<file path="config.mk">
export PLATFORM = sky130hd
export DESIGN_NAME = shared_mem_scheduler
export DESIGN_NICKNAME = d
export VERILOG_FILES = /design/src/rtl/shared_mem_scheduler.sv
export SDC_FILE = /design/constraint.sdc
export NUM_CORES = 1
export LEC_CHECK = 0
export BUFFER_PORTS_ARGS = -buffer_cell sky130_fd_sc_hd__buf_2
export CAP_MARGIN = 20
export CORE_AREA = 2 2 117 119
export CTS_CLUSTER_SIZE = 10
export DETAILED_ROUTE_END_ITERATION = 10
export DIE_AREA = 0 0 119 121
export GPL_ROUTABILITY_DRIVEN = 1
export MAX_ROUTING_LAYER = met4
export PLACE_DENSITY = 0.83
export RECOVER_POWER = 100
export SYNTH_ARGS = -nofsm -noshare
export SYNTH_HDL_FRONTEND = slang
export SYNTH_SLANG_ARGS = --single-unit
</file>
<file path="constraint.sdc">
create_clock -name clk -period 1.9 [get_ports clk]
set_input_delay 0.38 -clock clk [delete_from_list [all_inputs] [get_ports clk]]
set_output_delay 0.38 -clock clk [all_outputs]
set_load 0.005 [all_outputs]
</file>
<file path="src/rtl/shared_mem_scheduler.sv">
// Round-robin scheduler sharing one data RAM between two cores; optional owner bus-lock under ARB_LOCK_EN.
// Latency from the sampling IDLE cycle: write ack at +2, read ack at +READ_LAT+2; one transaction in flight.
// Backpressure: each core holds req until its one-cycle ack; the losing core simply stays pending.
module shared_mem_scheduler #(
    parameter int AW       = 32,
    parameter int DW       = 32,
    parameter int READ_LAT = 1,
    parameter int LOCK_MAX = 4
) (
    input  logic          clk,
    input  logic          rst,
    input  logic          c0_req,
    input  logic          c0_we,
    input  logic          c0_lock,
    input  logic [AW-1:0] c0_addr,
    input  logic [DW-1:0] c0_wdata,
    output logic          c0_grant,
    output logic          c0_ack,
    output logic [DW-1:0] c0_rdata,
    input  logic          c1_req,
    input  logic          c1_we,
    input  logic          c1_lock,
    input  logic [AW-1:0] c1_addr,
    input  logic [DW-1:0] c1_wdata,
    output logic          c1_grant,
    output logic          c1_ack,
    output logic [DW-1:0] c1_rdata,
    output logic [AW-1:0] ram_addr,
    output logic [DW-1:0] ram_wdata,
    output logic          ram_we,
    output logic          ram_re,
    input  logic [DW-1:0] ram_rdata,
    output logic          busy,
    output logic          owner
);

    if (READ_LAT < 1 || READ_LAT > 4) begin : g_bad_read_lat
        $error("shared_mem_scheduler: READ_LAT must be in 1..4");
    end
    if (LOCK_MAX < 1) begin : g_bad_lock_max
        $error("shared_mem_scheduler: LOCK_MAX must be at least 1");
    end

    typedef enum logic [1:0] {S_IDLE, S_ACCESS, S_WAIT, S_DONE} state_t;

    state_t          r_state;
    state_t          w_state_nxt;
    logic            r_owner;
    logic            r_we;
    logic [AW-1:0]   r_addr;
    logic [DW-1:0]   r_wdata;
    logic [DW-1:0]   r_c0_rdata;
    logic [DW-1:0]   r_c1_rdata;
    logic [1:0]      r_wait_cnt;
    logic            w_wait_last;
    logic            w_grant_vld;
    logic            w_winner;

`ifdef ARB_LOCK_EN
    localparam int LCW = $clog2(LOCK_MAX + 1);

    logic [LCW-1:0]  r_lock_cnt;
    logic            r_lock_act;
    logic [LCW-1:0]  w_lock_inc;
    logic            w_own_lock;
    logic            w_own_req;

    assign w_own_lock = r_owner ? c1_lock : c0_lock;
    assign w_own_req  = r_owner ? c1_req  : c0_req;
    assign w_lock_inc = r_lock_cnt + LCW'(1);

    // A lock survives into the next arbitration only while under LOCK_MAX; reaching it forces one round-robin pass.
    always_ff @(posedge clk or negedge rst) begin
        if (!rst) begin
            r_lock_cnt <= '0;
            r_lock_act <= 1'b0;
        end else if (r_state == S_DONE) begin
            if (w_own_lock && (w_lock_inc < LCW'(LOCK_MAX))) begin
                r_lock_act <= 1'b1;
                r_lock_cnt <= w_lock_inc;
            end else begin
                r_lock_act <= 1'b0;
                r_lock_cnt <= '0;
            end
        end else if (r_state == S_IDLE && r_lock_act && !w_own_req) begin
            r_lock_act <= 1'b0;
            r_lock_cnt <= '0;
        end
    end
`else
    logic w_unused_lock;
    assign w_unused_lock = c0_lock ^ c1_lock;
`endif

    always_comb begin
        w_grant_vld = c0_req | c1_req;
        w_winner    = (c0_req && c1_req) ? ~r_owner : c1_req;
`ifdef ARB_LOCK_EN
        if (r_lock_act && w_own_req) begin
            w_winner = r_owner;
        end
`endif
    end

    assign w_wait_last = (r_wait_cnt == 2'(READ_LAT - 1));

    always_comb begin
        w_state_nxt = r_state;
        case (r_state)
            S_IDLE:   if (w_grant_vld) w_state_nxt = S_ACCESS;
            S_ACCESS: w_state_nxt = r_we ? S_DONE : S_WAIT;
            S_WAIT:   if (w_wait_last) w_state_nxt = S_DONE;
            S_DONE:   w_state_nxt = S_IDLE;
            default:  w_state_nxt = S_IDLE;
        endcase
    end

    always_ff @(posedge clk or negedge rst) begin
        if (!rst) begin
            r_state    <= S_IDLE;
            r_owner    <= 1'b1;
            r_we       <= 1'b0;
            r_addr     <= '0;
            r_wdata    <= '0;
            r_wait_cnt <= '0;
            r_c0_rdata <= '0;
            r_c1_rdata <= '0;
        end else begin
            r_state <= w_state_nxt;
            case (r_state)
                S_IDLE: begin
                    r_wait_cnt <= '0;
                    if (w_grant_vld) begin
                        r_owner <= w_winner;
                        r_we    <= w_winner ? c1_we    : c0_we;
                        r_addr  <= w_winner ? c1_addr  : c0_addr;
                        r_wdata <= w_winner ? c1_wdata : c0_wdata;
                    end
                end
                S_WAIT: begin
                    r_wait_cnt <= r_wait_cnt + 2'd1;
                    if (w_wait_last) begin
                        if (r_owner) r_c1_rdata <= ram_rdata;
                        else         r_c0_rdata <= ram_rdata;
                    end
                end
                default: ;
            endcase
        end
    end

    // All strobes decode straight from registers so an async reset drops them immediately.
    assign busy      = (r_state != S_IDLE);
    assign owner     = r_owner;
    assign c0_grant  = busy && !r_owner;
    assign c1_grant  = busy && r_owner;
    assign c0_ack    = (r_state == S_DONE) && !r_owner;
    assign c1_ack    = (r_state == S_DONE) && r_owner;
    assign ram_we    = (r_state == S_ACCESS) && r_we;
    assign ram_re    = (r_state == S_ACCESS) && !r_we;
    assign ram_addr  = r_addr;
    assign ram_wdata = r_wdata;
    assign c0_rdata  = r_c0_rdata;
    assign c1_rdata  = r_c1_rdata;

endmodule

</file>
# Yosys cells after proc, flatten, opt, wreduce, memory -nomap -nowiden
# Index checks and enable logic that the tools add are counted.
dict set report totals {
  elab_cells 42
  regBits 134
  input_bits 168
  output_inout_bits 136
}
dict set report op_classes {
  bitwise_logic 2
  n_reduce_logical 17
  n_addsub 1
  n_mux 9
  eq_ne 5
}
# operator count
set ops {}
lappend ops {{two-way mux 32 bit} 2}
lappend ops {{case mux 2 bit (4 select lines)} 1}
lappend ops {{logical AND 1 bit} 7}
lappend ops {{AND reduction 3 bit} 2}
lappend ops {{equality test 2 bit, second input constant} 2}
lappend ops {{logical NOT 2 bit} 2}
lappend ops {{two-way mux 2 bit} 2}
lappend ops {{!= test 2 bit, second input constant} 2}
lappend ops {{case mux 2 bit (2 select lines)} 1}
lappend ops {{AND reduction 2 bit} 2}
lappend ops {{nonzero test 2 bit} 2}
lappend ops {{two-way mux 1 bit} 3}
lappend ops {{adder 2 x 1 -> 2 bit, second input constant} 1}
lappend ops {{equality test 2 x 1 -> 1 bit, second input constant} 1}
lappend ops {{logical NOT 1 bit} 2}
lappend ops {{NOT 1 bit} 1}
lappend ops {{bitwise OR 1 bit} 1}

# Longest topological paths before layout
dict set report depth {
  word_depth 3
  ltp_mapped 7
  depth_no_buf 5
}

# Worst setup path before layout
# No wires, ideal clock.
dict set report synth_timing {
  kind {flip-flop to flip-flop}
  startpoint {reg r_state[0]}
  endpoint {reg r_c0_rdata[10] (netlist: c0_rdata[10])}
  period_less_slack_ps 1535
  t_arrival_ps 1410
  n_path_buf 1
  path_stages_with_launch 6
  slack_ps 365
  t_required_ps 1775
  setup_ps 125
  cell_sequence {dfrtp_1 inv_1 ha_1 nand3b_4 buf_6 mux2_4}
}
dict set report synth_via {
  elab_chain_len 2
}
# item line_no
set synth_rtl {}
lappend synth_rtl {{from (decl)} 46} ;# state_t r_state;
lappend synth_rtl {{from (signal assigned)} 129} ;# r_state <= w_state_nxt;
lappend synth_rtl {{equality test 2 bit} 130} ;# case (r_state)
lappend synth_rtl {{AND reduction 3 bit (no source line)} n/a}
lappend synth_rtl {{to (signal assigned)} 144} ;# else r_c0_rdata <= ram_rdata;
lappend synth_rtl {{to (decl)} 52} ;# logic [DW-1:0] r_c0_rdata;
# No other way between the ends.
# A chain may end at the register's enable or synchronous reset.

# Worst setup path after layout
dict set report layout_timing {
  startpoint {reg r_state[0]}
  endpoint {out ram_we}
}
dict set report layout_via {
  elab_chain_len 2
}
# item line_no
set layout_rtl {}
lappend layout_rtl {{equality test 2 x 1 -> 1 bit} 159} ;# assign ram_we = (r_state == S_ACCESS) && r_we;
lappend layout_rtl {{logical AND 1 bit} 159}
lappend layout_rtl {{to (decl)} 30} ;# output logic ram_we,
# No other way between the ends.

==> results_dict.tcl <==
set metrics [dict create \
    final_area_mm2 0.00791 \
    status "finished clean" \
    p_comb_share_pct 36.5 \
    synthMuxAreaShare_pct 16.2 \
    p_leak_nw 3.77 \
    crit_family "flip-flops" \
    drtIter0Drc 318 \
    drtAntennaViolNets 0 \
    p_switching_w 0.00461 \
    vias 4988 \
    synth_area_mm2 0.00598 \
    start_util_pct 45.7 \
    clock_skew_ns 0.00401 \
    numCtsBuffers 17 \
    grt_pass1_vias 4872 \
    fin_setup_tns_ns 0 \
    maxSlewViolCount 0 \
    power_density_mw_per_mm2 1660 \
    fp.dieW_um 119 \
    num_rows 42 \
    synth-seq-area-share_pct 56.1 \
    path_buf_inv 2 \
    firstDrtPassIters 4 \
    fin_crit_sh_pct 96.5 \
    synthSimpleGateAreaFrac_pct 14.0 \
    worstSetupEndpointType "output port" \
    avgSynthCellArea_um2 11.3 \
    slew_headroom_pct 12.6 \
    synth_top_family_by_area "multiplexers" \
    track_usage_pct 22.8 \
    synth-xor-area-share_pct 0 \
    ir_drop_uv 626 \
    die_height_um 121 \
    ys_async_sr_fraction_pct 100 \
    place_hpwl_mm 11.8 \
    crit_slowest_cell "dfrtp_1" \
    fmax_ghz 0.545 \
    core_area_mm2 0.0131 \
    placed_cell_area_mm2 0.00766 \
    fill_cells 1131 \
    cp_max_fo 3 \
    htreeDepth 4 \
    dieArea_mm2 0.0144 \
    wl_per_cell_um 15.5 \
    clk_latency_ns 0.41 \
    crit_path_start_kind "register" \
    ys_types 26 \
    yosysTopAreaCell "dfrtp_1" \
    setup_viol 0 \
    critPathKind "reg -> out" \
    synth_edf_count 0 \
    ios 304 \
    cts.sinks 134 \
    rsz0062_at_grt "no" \
    worstPathRequired_ns 1.52 \
    drt_drc_violations_left 0 \
    min_path_type "in -> reg" \
    yosysWarnings 0 \
    syn_inst 529 \
    clockBufferDepth 2 \
    hold_viol 0 \
    synth_adder_area_share_pct 1.05 \
    syn_to_final_growth_pct 32.4 \
    synth_compound_area_share_pct 7.83 \
    synth-seq-cells 134 \
    diodes 0 \
    routed_via_density 4.88 \
    drt-total-wl_mm 15.8 \
    yosys-top-cells-area "dfrtp_1, mux2_4, nand2_1" \
    cp.arrival_ns 1.45 \
    worstPathCellList "clkbuf_1, ha_1, and2_1, buf_2" \
    p_sw_share_pct 35.2 \
    finalCriticalPeriod_ns 1.83 \
    p_int_w 0.00849 \
    gp_congestion 0.831 \
    fin_nets 1006 \
    syn-num-nets 702 \
    synth_ff_type "dfrtp_1" \
    yosys.area.top_type_share_pct 55.7 \
    clk_pin_slew_ns 0.06 \
    grt_max_degree 65 \
    drive_gt1_share_pct 34.2 \
    grt-ovfl-total 0 \
    maxCapViolCount 0 \
    grt_pass1_wl_mm 24.8 \
    p_clk_share_pct 23.7 \
    io_buffers 301 \
    antenna_found_initial 0 \
    p_seq_share_pct 39.7 \
    root_buffer "clkbuf_16" \
    cts_tree "yes" \
    cpPeakStageDelay_ns 0.39 \
    tightest_slew_ns 1.31 \
]
[cell type report]
cell class | instances | area, µm² | area share (%)
Inverter | 5 | 18.8 | 0.237
Clock inverter | 14 | 126 | 1.60
Tap cell | 176 | 220 | 2.78
Multi-Input combinational cell | 354 | 2160 | 27.2
Clock buffer | 18 | 439 | 5.55
Sequential cell | 134 | 3350 | 42.4
Timing Repair Buffer | 321 | 1600 | 20.2
[through the flow]
step | std cells | util (%) | hold WS (ns) | power (W) | setup WS [ns]
global route | 1022 | 60.5 | 0.181 | 0.0140 | 0.0150
floorplan | 529 | - | 0.0844 | 0.00848 | 0.365
detailed placement | 987 | 58.6 | 0.363 | 0.0109 | 0.141
global placement | 987 | 58.6 | 0.365 | 0.0106 | 0.172
CTS | 1022 | 63.1 | 0.191 | 0.0140 | 0.0401
finish | 1022 | 60.5 | 0.188 | 0.0131 | 0.0665
[worst reg2reg max path, cell delays in order, from the launching register on]
cell and delay [ns]:
dfrtp_1 0.39, inv_1 0.14, ha_1 0.38, nand3b_4 0.19, buf_6 0.22, mux2_1 0.35
[worst paths after layout]
kind                               from            to  slack, ns  cells after the start
hold / removal             ram_rdata[8]   c0_rdata[8]       0.19                      2
setup / recovery             r_state[0]        ram_we       0.07                      4
setup reg to reg             r_state[0]  c0_rdata[13]       0.12                      5
max in group asynchronous           rst  c1_rdata[21]       0.25                      3
min in group asynchronous           rst   ram_addr[0]       0.80                      2
hold reg to reg             c0_rdata[8]   c0_rdata[8]       0.49                      1
[cell usage after synthesis, types with 2 or more instances]
| cell | count |
|---|---|
| mux2_2 | 6 |
| a31oi_1 | 66 |
| a21oi_1 | 2 |
| nand2_1 | 131 |
| clkbuf_1 | 3 |
| nor2b_1 | 3 |
| and2_1 | 2 |
| dfrtp_1 | 133 |
| mux2_4 | 60 |
| buf_6 | 11 |
| ha_1 | 5 |
| buf_2 | 14 |
| inv_1 | 5 |
| buf_4 | 8 |
| nor2_1 | 69 |
[power by group through the flow]
stage	registers, W	logic (W)	clock network (W)
after floorplan	0.00523	0.00325	0
after global placement	0.00513	0.00547	0
after detailed placement	0.00521	0.00564	0
after CTS	0.00519	0.00570	0.00315
after global routing	0.00538	0.00532	0.00329
final	0.00521	0.00479	0.00311
[sequential cells by signal (all words and copies together) (netlist names)]
| name | cells |
|---|---|
| r_we | 1 |
| owner | 1 |
| r_wait_cnt | 2 |
| c1_rdata | 32 |
| c0_rdata | 32 |
| r_state | 2 |
| ram_wdata | 32 |
| ram_addr | 32 |
[layer usage]
metal	track usage [%]	routed length [µm]
met5	-	0
met1	27.6	6490
met2	37.5	7920
met4	6.32	212
met3	6.39	1230
[what timing repair did]
action / CTS / global route
endpoints found under the setup margin: 3 / 3
buffers inserted: 2 / 0
hold endpoints to repair: 44 / 0
gates resized for setup: 1 / 1
hold buffers: 1 / 0
[logic make-up (layout without fill, tap and decap cells)]
group                    count (synthesis)  in the layout
AND/OR/NAND/NOR                        210            210
flip-flops                             134            134
AO/OA/AOI/OAI                           73             73
multiplexers                            66             66
buffers and inverters                   41            358
adder cells (fa/ha/maj)                  5              5
[layout by cell type, fill, tap and decap left out, types with 2 or more instances in the layout]
| master | instances |
|---|---|
| buf_6 | 2 |
| clkbuf_1 | 80 |
| nor2b_1 | 3 |
| ha_1 | 4 |
| inv_6 | 2 |
| buf_4 | 10 |
| clkbuf_2 | 5 |
| clkinvlp_4 | 5 |
| clkinv_2 | 3 |
| mux2_4 | 4 |
| dfrtp_1 | 133 |
| nand2_1 | 131 |
| clkbuf_16 | 17 |
| mux2_1 | 56 |
| buf_8 | 2 |
| nor2_1 | 69 |
| clkinv_4 | 3 |
| a21oi_1 | 2 |
| a31oi_1 | 66 |
| and2_1 | 2 |
| mux2_2 | 6 |
| buf_2 | 219 |
| inv_1 | 5 |
| buf_12 | 2 |
(Power assumes the default switching activity.)
